<file path="src/rtl/snake_dir_ctrl.sv">
// Per-player snake direction controller: button sync + debounce, priority select,
// validated turn queue, and tick-driven commit of queued turns.
module snake_dir_ctrl #(
  parameter int          PLAYERS   = 2,
  parameter int          DB_CYCLES = 50000,
  parameter int          QDEPTH    = 2,
  parameter logic [1:0]  INIT_DIR  = 2'b11
) (
  input  logic                   clk,
  input  logic                   rst_n,
  input  logic [PLAYERS-1:0]     btn_up_n,
  input  logic [PLAYERS-1:0]     btn_down_n,
  input  logic [PLAYERS-1:0]     btn_left_n,
  input  logic [PLAYERS-1:0]     btn_right_n,
  input  logic                   tick,
  input  logic                   restart,
  output logic [2*PLAYERS-1:0]   direction,
  output logic [PLAYERS-1:0]     turn_applied,
  output logic [PLAYERS-1:0]     turn_dropped
);

  localparam int NB = 4 * PLAYERS;
  localparam int CW = (DB_CYCLES > 1) ? $clog2(DB_CYCLES) : 1;
  localparam int QW = $clog2(QDEPTH + 1);
  localparam logic [CW-1:0] DB_LAST = CW'(DB_CYCLES - 1);

  // Button index b = k*PLAYERS + i, where k is also the direction code (up, down, left, right)
  logic [NB-1:0] pins;
  logic [NB-1:0] sync_p0, sync_p1;
  logic [NB-1:0] db_stable, press_p2;
  logic [CW-1:0] db_cnt [NB];

  assign pins = {btn_right_n, btn_left_n, btn_down_n, btn_up_n};

  // Stage p0/p1: two-flop synchroniser
  always_ff @(posedge clk or negedge rst_n) begin
    if (!rst_n) begin
      sync_p0 <= '1;
      sync_p1 <= '1;
    end else begin
      sync_p0 <= pins;
      sync_p1 <= sync_p0;
    end
  end

  // Stage p2: debounce; a press is a stable 1->0 flip
  always_ff @(posedge clk or negedge rst_n) begin
    if (!rst_n) begin
      db_stable <= '1;
      press_p2  <= '0;
      for (int b = 0; b < NB; b++) db_cnt[b] <= '0;
    end else begin
      press_p2 <= '0;
      for (int b = 0; b < NB; b++) begin
        if (sync_p1[b] == db_stable[b]) begin
          db_cnt[b] <= '0;
        end else if (db_cnt[b] == DB_LAST) begin
          db_cnt[b]    <= '0;
          db_stable[b] <= sync_p1[b];
          press_p2[b]  <= db_stable[b];
        end else begin
          db_cnt[b] <= db_cnt[b] + CW'(1);
        end
      end
    end
  end

  logic [PLAYERS-1:0]       req_vld, req_vld_p3;
  logic [PLAYERS-1:0][1:0]  req_dir, req_dir_p3;

  always_comb begin
    req_vld = '0;
    req_dir = '0;
    for (int i = 0; i < PLAYERS; i++) begin
      for (int k = 3; k >= 0; k--) begin
        if (press_p2[k*PLAYERS + i]) begin
          req_vld[i] = 1'b1;
          req_dir[i] = 2'(k);
        end
      end
    end
  end

  // Stage p3: one winning request per player
  always_ff @(posedge clk or negedge rst_n) begin
    if (!rst_n) begin
      req_vld_p3 <= '0;
      req_dir_p3 <= '0;
    end else begin
      req_vld_p3 <= req_vld;
      req_dir_p3 <= req_dir;
    end
  end

  logic [PLAYERS-1:0][QDEPTH-1:0][1:0] q, q_nx;
  logic [PLAYERS-1:0][QW-1:0]          qcnt, qcnt_nx;
  logic [PLAYERS-1:0][1:0]             dir_r, dir_nx;
  logic [PLAYERS-1:0]                  app_nx, drp_nx;

  // Validation sees the pre-tick state; pop happens before push so a full queue can accept on a tick
  always_comb begin
    logic [1:0]    ref_dir;
    logic          pop;
    logic          accept;
    logic [QW-1:0] base;
    q_nx    = q;
    qcnt_nx = qcnt;
    dir_nx  = dir_r;
    app_nx  = '0;
    drp_nx  = '0;
    ref_dir = '0;
    pop     = 1'b0;
    accept  = 1'b0;
    base    = '0;
    for (int i = 0; i < PLAYERS; i++) begin
      ref_dir = dir_r[i];
      for (int j = 0; j < QDEPTH; j++) begin
        if (qcnt[i] == QW'(j + 1)) ref_dir = q[i][j];
      end
      pop    = tick && (qcnt[i] != '0);
      accept = req_vld_p3[i] && (req_dir_p3[i] != ref_dir)
            && (req_dir_p3[i] != {ref_dir[1], ~ref_dir[0]})
            && ((qcnt[i] != QW'(QDEPTH)) || pop);
      base   = qcnt[i] - QW'(pop);
      if (pop) begin
        dir_nx[i] = q[i][0];
        app_nx[i] = 1'b1;
        for (int j = 0; j < QDEPTH - 1; j++) q_nx[i][j] = q[i][j+1];
      end
      if (accept) begin
        for (int j = 0; j < QDEPTH; j++) begin
          if (base == QW'(j)) q_nx[i][j] = req_dir_p3[i];
        end
      end
      qcnt_nx[i] = base + QW'(accept);
      drp_nx[i]  = req_vld_p3[i] && !accept;
    end
    if (restart) begin
      qcnt_nx = '0;
      dir_nx  = {PLAYERS{INIT_DIR}};
      app_nx  = '0;
      drp_nx  = '0;
    end
  end

  // Stage p4: committed direction, queues and event pulses
  always_ff @(posedge clk or negedge rst_n) begin
    if (!rst_n) begin
      q            <= '0;
      qcnt         <= '0;
      dir_r        <= {PLAYERS{INIT_DIR}};
      turn_applied <= '0;
      turn_dropped <= '0;
    end else begin
      q            <= q_nx;
      qcnt         <= qcnt_nx;
      dir_r        <= dir_nx;
      turn_applied <= app_nx;
      turn_dropped <= drp_nx;
    end
  end

  assign direction = dir_r;

endmodule

</file>
<file path="config.mk">
export PLATFORM = sky130hd
export DESIGN_NAME = snake_dir_ctrl
export DESIGN_NICKNAME = d
export VERILOG_FILES = /design/src/rtl/snake_dir_ctrl.sv
export SDC_FILE = /design/constraint.sdc
export NUM_CORES = 1
export LEC_CHECK = 0
export CORE_MARGIN = 2
export CORE_UTILIZATION = 41
export CTS_BUF_LIST = sky130_fd_sc_hd__clkbuf_4 sky130_fd_sc_hd__clkbuf_8
export DETAILED_ROUTE_END_ITERATION = 16
export PLACE_DENSITY = 0.69
export RECOVER_POWER = 25
export SLEW_MARGIN = 0
export SYNTH_ARGS = -nofsm -noshare
export SYNTH_HDL_FRONTEND = slang
export SYNTH_SLANG_ARGS = --single-unit
</file>
<file path="constraint.sdc">
create_clock -name clk -period 5.46 [get_ports clk]
set_input_delay 1.092 -clock clk [delete_from_list [all_inputs] [get_ports clk]]
set_output_delay 1.092 -clock clk [all_outputs]
set_load 0.02 [all_outputs]
</file>
==> reports/metrics.sh, run 1 <==
FINAL.HOLD.WORST_SLACK_NS=0.3598
FINALMAXSLEWVIOLATIONS=129
OUTCOME='finished, violations left'
CRITPATHREQUIREDTIME_NS=5.35
SYNTHESIS.AREA_MM2=0.008409
CRITICAL-PATH-TOP-DELAY-FAMILY='buffers and inverters'
CTS_MADE_BUFFERS=17
TOP_LEVEL_PORTS=20
INITIAL_CORE_UTIL=0.4169
P_LEAK_uW=0.004107
CTS_TREE='yes'
FIRSTDRTPASSITERS=6
AREAGROWTHSYNTHTOFINISH_PCT=10.30
NETS=832
YS_TYPES=42
SYNTH_FF_TYPE='dfrtp_1'
CTS_RESIZED=0
FINALHOLDVIOLCOUNT=0
SYNTH_TOP_AREA_SHARE=0.4702
CRIT_PATH_START_KIND='input port'
SYNTH_COMMONEST_CELLS='dfrtp_1, nor2_1, xor2_1'
ROUTE.VIAS.TOTAL=5347
YS_SEQ_AREA_FRAC=0.5577
POST_SYNTH_INST_COUNT=782
ROOT_BUFFER_SELECTED_BY_CTS='clkbuf_8'
POST_DRT_VIA_CELL_RATIO=4.897
ROUTED_WIRELENGTH_UM=13490
YS.WARNINGS.COUNT=0
NUM_ROWS=52
TIMING.HOLD.WORST.CLASS='reg2reg'
GRT_PASS1_VIAS=5211
ANTENNA_VIOLATIONS_BEFORE_REPAIR=0
FINAL.MIN_CLOCK_PERIOD_NS=3.435
POSTSYNTHAREAPERCELL_UM2=10.75
CTS-HTREE-LEVELS=4
ANT_NETS=0
CRIT_PATH_CELL_TRACE='clkbuf_2'
GR-USAGE-ALL-LAYERS=0.1354
FLOORPLAN.DIE.WIDTH_UM=147.2
YS_FF_LATCH=186
PATH_CLK_SLEW_NS=0.09
DETAILED_ROUTE_ITER0_VIOLATIONS=254
SLOWEST_DELAY_NS=2.06
SYNTH_EDF_COUNT=0
CRITICAL_PATH_FANOUT_MAX=128
DRV.MAX_CAP_VIOLATION_COUNT=1
MAX_SLEW_MARGIN=-1.055
FMAX_MHz=291.2
UNREPAIRED_SETUP_ENDPOINTS_AFTER_GLOBAL_ROUTING='false'
POWER.IR.VDD_WORST_mV=0.1705
CLK-INSERTION-DELAY-LATE_NS=0.46
SYNTH.MOST_COMMON_CELL='dfrtp_1'
NUMPORTBUFFERS=19
DETAILED_PLACE_HPWL_UM=8882
SYNTH_FP_NETS=805
DIODES=0
OVERFLOW_LEFT_AFTER_GLOBAL_ROUTING=0
LAYOUT-DRIVE-GT1-SHARE=0.1058
FINAL.SETUP_SKEW_NS=0.01351
NUMCLOCKSINKS=186
POST-CTS-SETUP-BUFFER-COUNT=0
FINALSETUPVIOLCOUNT=0
TIMING.SETUP.CRITICAL_PATH_CLASS='in2async'
CORE_MM2=0.02017
TIMING.CRITICAL_PATH.TO_TYPE='async pin'
GRT_FIRST_PASS_WIRELENGTH_UM=24090
COUNT_OF_HOLD_BUFFERS_INSERTED_BY_POST_CTS_REPAIR=0
SYNTH-ASYNC-RESET-RATIO=1.000
P_PER_AREA_mW_PER_MM2=280.3
YOSYS.AREA.TOP_TYPE='dfrtp_1'
FLOORPLAN.DIE_AREA_MM2=0.02167
ROUTED_LENGTH_PER_PLACED_INSTANCE_UM=12.35
CP_NUM_BUF_INV=1
FAILED_CHECKS='max-capacitance violations, max-slew violations'
TIMING.FINAL.CRIT_SHARE=0.6290
WORST_EP_ARRIVAL_TIME_NS=3.33
WORST_SLEW_PIN_SLEW_NS=3.083
GP_ROUTABILITY_CONGESTION=0.7972
NETLIST_TOP_CELLS_AREA='dfrtp_1, dfstp_2, xor2_1'
FINALCOREUTILIZATION=0.4599
LARGEST_NET_DEGREE_AT_THE_START_OF_GLOBAL_ROUTING=129
CHIPHEIGHT_UM=147.2
ROUTE.DETAILED.DRC=0
SETUP-TNS-FINAL_NS=0
CLOCKBUFFERDEPTH=2
CRITICAL_PATH.SLOWEST_CELL='clkbuf_2'
==> per-stage QoR <==
stage | instances | power, µW | cell area (µm²) | setup WS, ns
2_1_floorplan | 782 | 1599 | 8409 | 2.947
3_3_place_gp | 1060 | 1667 | 8866 | 2.180
3_5_place_dp | 1060 | 1669 | 8866 | 2.152
4_1_cts | 1092 | 2638 | 9284 | 2.642
5_1_grt | 1092 | 2722 | 9275 | 1.450
6_report | 1092 | 2600 | 9275 | 2.025
==> state kept, by name (all words and copies together), names as in the netlist <==
signal,cells
turn_applied,2
q,8
direction,4
db_cnt,128
press_p2,8
req_dir_p3,4
qcnt,4
sync_p0,8
req_vld_p3,2
turn_dropped,2
sync_p1,8
db_stable,8
==> routing by layer <==
metal	vias up	track usage	routed length, µm
met1	2586	0.1900	6886
met4	0	0.04423	144
met5	-	0	0
met2	49	0.2063	6120
li1	2702	-	-
met3	10	0.03509	333
==> kinds of logic after synthesis <==
logic type                 after synthesis  synth area share
and+or+nand+nor                        387            0.2281
DFF                                    186            0.5577
xor gates and xnor gates               125            0.1311
buffers and inverters                   27           0.01696
AOI/OAI and AO/OA                       23           0.01696
muxes                                   23           0.03288
adders and majority gates               11           0.01637
==> final cells by class <==
class / count / area [µm²]
well taps: 270 / 337.8
clock buffers: 18 / 247.7
fillers: 1885 / 10890
repair buffers: 21 / 200.2
clock inverters: 14 / 170.2
flip-flops and latches: 186 / 4690
multi-input cells: 569 / 3577
inverters: 14 / 52.55
==> worst paths after layout <==
| path | cells after the start | endpoint | slack [ns] | start |
|---|---|---|---|---|
| max | 1 | db_cnt[96] | 2.03 | rst_n |
| min | 0 | sync_p1[3] | 0.36 | sync_p0[3] |
| max reg2reg | 7 | q[6] | 3.22 | qcnt[3] |
| min reg2reg | 0 | sync_p1[3] | 0.36 | sync_p0[3] |
| max in group clk | 9 | q[6] | 2.60 | tick |
| min in group asynchronous | 1 | db_cnt[71] | 1.56 | rst_n |
==> cell usage in the layout (no fill, tap or decap), types with 7 or more instances in the layout <==
master and instances:
nand3_1 44, xnor2_1 44, dlygate4sd3_1 8, ha_1 11, clkdlybuf4s50_1 10, or3_1 7, inv_1 14, dfstp_2 27
mux2_2 9, nor3b_1 12, nand2_1 51, dfrtp_1 158, clkbuf_8 18, mux2i_1 7, and3_1 33, nand4_1 32
nor4_1 8, xor2_1 80, nor2_1 154, nor3_1 20
==> report_power, final <==
part	switching, µW	internal (µW)	total (µW)
sequential	31.1	1420	1450
clock	494	467	961
combinational	116	75.7	192
total	641	1960	2600
Note: power is estimated with default switching activity, not from simulation.
==> run 2, diff against run 1 <==
==> constraint.sdc (replaced) <==
create_clock -name clk -period 3.4 [get_ports clk]
set_input_delay 0.68 -clock clk [delete_from_list [all_inputs] [get_ports clk]]
set_output_delay 0.68 -clock clk [all_outputs]
set_load 0.02 [all_outputs]
==> run 2 against run 1 <==
  * The flow still finishes with violations (max-capacitance violations, max-slew violations)
  * Global-route usage down 0.15 points
  * First-iteration DRC count up 19%
  * Count of clock-buffer cells in the layout increased by 3
  * Wire length decreased by 1.2%
  * Sequential power grew 60%
  * Non-clock buffer count stayed put
  * Worst hold slack got worse by 0.0012 ns
  * Critical path type is now in2reg
  * Largest cell class unchanged
  * Highest routed layer unchanged
==> reports/metrics.sh, run 2 (synthesis results as in run 1) <==
FINALSETUPVIOLCOUNT=0  # unchanged
ANT_NETS=0  # unchanged
TOP_LIBRARY_CELLS_BY_USAGE_IN_THE_LAYOUT_FILL_AND_TAPS_ASIDE='dfrtp_1, nor2_1, xor2_1'  # unchanged
FINAL.SETUP_SKEW_NS=0.01108  # was 0.01351 ns
TIMING.FINAL.CRIT_SHARE=0.7132
PATH_CLK_SLEW_NS=0.09  # about the same
FINALHOLDVIOLCOUNT=0  # unchanged
FINALMAXSLEWVIOLATIONS=71  # was 129
ROUTED_WIRELENGTH_UM=13320  # was 13490 µm
TIMING.SETUP.CRITICAL_PATH_CLASS='in2reg'  # was in2async
UNREPAIRED_SETUP_ENDPOINTS_AFTER_GLOBAL_ROUTING='false'  # unchanged
LARGEST_REGISTER_FFS=128  # unchanged
CRITICAL-PATH-TOP-DELAY-FAMILY='buffers and inverters'  # unchanged
FINAL.MIN_CLOCK_PERIOD_NS=2.425
CRITPATHREQUIREDTIME_NS=3.74  # was 5.35 ns
TOP_LEVEL_PORTS=20  # unchanged
ROUTE.VIAS.TOTAL=5343  # was 5347
WORST_MIN_PATH_START='sync_p0[7]'  # was sync_p0[3]
GRT_PASS1_VIAS=5262  # was 5211
POST-CTS-SETUP-BUFFER-COUNT=0  # unchanged
MOST_COMMON_LIBRARY_CELL_IN_THE_LAYOUT_IGNORING_FILL_AND_TAPS='dfrtp_1'  # unchanged
DESIGN_AREA_MM2=0.009279  # was 0.009275 mm²
P_LEAK_uW=0.004113  # was 0.004107 µW
LARGEST_NET_DEGREE_AT_THE_START_OF_GLOBAL_ROUTING=73  # was 129
ROOT_BUFFER_SELECTED_BY_CTS='clkbuf_8'  # unchanged
LAYOUT-DRIVE-GT1-SHARE=0.1046  # was 0.1058
TIMING.HOLD.WORST.CLASS='reg2reg'  # unchanged
P_PER_AREA_mW_PER_MM2=441.3  # was 280.3 mW/mm²
CRITICAL_PATH.SLOWEST_CELL='clkdlybuf4s50_1'  # was clkbuf_2
PLACEMENT.CELL_AREA_MM2=0.008891  # was 0.008866 mm²
SETUP-TNS-FINAL_NS=0  # unchanged
DETAILED_ROUTE_ITER0_VIOLATIONS=303  # was 254
R2R_CELLS=7  # unchanged
WORST_SLEW_PIN_SLEW_NS=1.789  # was 3.083 ns
WORST_HOLD_PATH.ENDPOINT='sync_p1[7]'  # was sync_p1[3]
NUM_ROWS=52  # unchanged
REGTOREGSTARTPOINT='qcnt[3]'  # unchanged
FAILED_CHECKS='max-capacitance violations, max-slew violations'  # unchanged
CRIT_PATH_START_KIND='input port'  # unchanged
FILLCELLCOUNT=1905  # was 1885
CRITICAL_PATH_FANOUT_MAX=6  # was 128
CTS-HTREE-LEVELS=4  # unchanged
CRIT_PATH_CELL_TRACE='clkdlybuf4s50_1 > o21ai_1 > inv_1 > ha_1 > o21ai_0 > nand2_1 > nor3_1 > mux2_2'  # was clkbuf_2
OUTCOME='finished, violations left'  # unchanged
AREAGROWTHSYNTHTOFINISH_PCT=10.34  # was 10.30%
FLOORPLAN.DIE.WIDTH_UM=147.2  # unchanged
CLOCKBUFFERDEPTH=2  # unchanged
ROUTED_LENGTH_PER_PLACED_INSTANCE_UM=12.20  # was 12.35 µm
DRV.MAX_CAP_VIOLATION_COUNT=1  # unchanged
CTS_MADE_BUFFERS=17  # unchanged
DETAILED_PLACE_HPWL_UM=8814  # was 8882 µm
SLOWEST_DELAY_NS=0.54  # was 2.06 ns
REG2REG_SLACK_NS=1.20  # was 3.22 ns
POWER.IR.VDD_WORST_mV=0.2530  # was 0.1705 mV
INITIAL_CORE_UTIL=0.4169  # unchanged
CTS_RESIZED=0  # unchanged
WORSTREG2REGEND='q[4]'  # was q[6]
REGISTER_WITH_THE_HIGHEST_FLOP_COUNT='db_cnt'  # unchanged
ROUTE.DETAILED.DRC=0  # unchanged
CTS_TREE='yes'  # unchanged
NETS=832  # unchanged
CORE_MM2=0.02017  # unchanged
FIRSTDRTPASSITERS=4  # was 6
WORST_EP_ARRIVAL_TIME_NS=2.76  # was 3.33 ns
NUMPORTBUFFERS=19  # unchanged
GRT_FIRST_PASS_WIRELENGTH_UM=23980  # was 24090 µm
TIMING.HOLD.WORST_PATH_DEPTH=0  # unchanged
OVERFLOW_LEFT_AFTER_GLOBAL_ROUTING=0  # unchanged
DIODES=0  # unchanged
COUNT_OF_HOLD_BUFFERS_INSERTED_BY_POST_CTS_REPAIR=0  # unchanged
CLK-INSERTION-DELAY-LATE_NS=0.45  # was 0.46 ns
GP_ROUTABILITY_CONGESTION=0.8002  # was 0.7972
CP_NUM_BUF_INV=2  # was 1
POST_DRT_VIA_CELL_RATIO=4.893  # was 4.897
GR-USAGE-ALL-LAYERS=0.1339  # was 0.1354
TIMING.CRITICAL_PATH.TO_TYPE='flop'  # was async pin
NUMCLOCKSINKS=186  # unchanged
FLOORPLAN.DIE_AREA_MM2=0.02167  # unchanged
ANTENNA_VIOLATIONS_BEFORE_REPAIR=0  # unchanged
CHIPHEIGHT_UM=147.2  # unchanged
FMAX_MHz=412.4
MAX_SLEW_MARGIN=-0.1928  # was -1.055
## run 2: final cells by class
cell class,instances,area (µm²),share of cell area
Sequential cell,186,4690,0.5054
Clock buffer,21,276.5,0.02980
Timing Repair Buffer,21,225.2,0.02427
Inverter,14,52.55,0.005663
Multi-Input combinational cell,569,3577,0.3855
Tap cell,270,337.8,0.03641
Clock inverter,11,120.1,0.01294
## run 2: worst max-delay path by stage
| stage | slack, ns | endpoint | depth (start not counted) | start |
|---|---|---|---|---|
| global route | 0.80 | q[7] | 8 | tick |
| detailed placement | 0.53 | q[7] | 8 | tick |
| floorplan | 1.30 | q[2] | 5 | tick |
| global placement | 0.54 | q[7] | 8 | tick |
| finish | 0.98 | q[4] | 8 | tick |
| CTS | 1.02 | q[4] | 8 | tick |
## run 2: metal layers
| layer | vias to the layer above | track usage | part of all wire |
|---|---|---|---|
| li1 | 2701 | - | - |
| met1 | 2595 | 0.1852 | 0.51 |
| met2 | 39 | 0.2084 | 0.45 |
| met3 | 8 | 0.03354 | 0.024 |
| met4 | 0 | 0.04279 | 0.0097 |
| met5 | - | 0 | 0 |
## run 2: where the power goes
part	total, µW	switching (µW)	internal (µW)
clock	1460	755	707
sequential	2320	49.7	2270
combinational	310	186	124
total	4090	990	3100
## run 2: through the flow
stage               total power (µW)  instances    util  setup slack, ns  hold slack, ns
floorplan                       2569        782       -            1.299          0.3452
global placement                2679       1060  0.4408           0.5406          0.3460
detailed placement              2684       1060  0.4408           0.5282          0.3468
CTS                             4163       1092  0.4605            1.016          0.2233
global route                    4304       1092  0.4601           0.8046          0.3642
finish                          4095       1092  0.4601           0.9751          0.3586
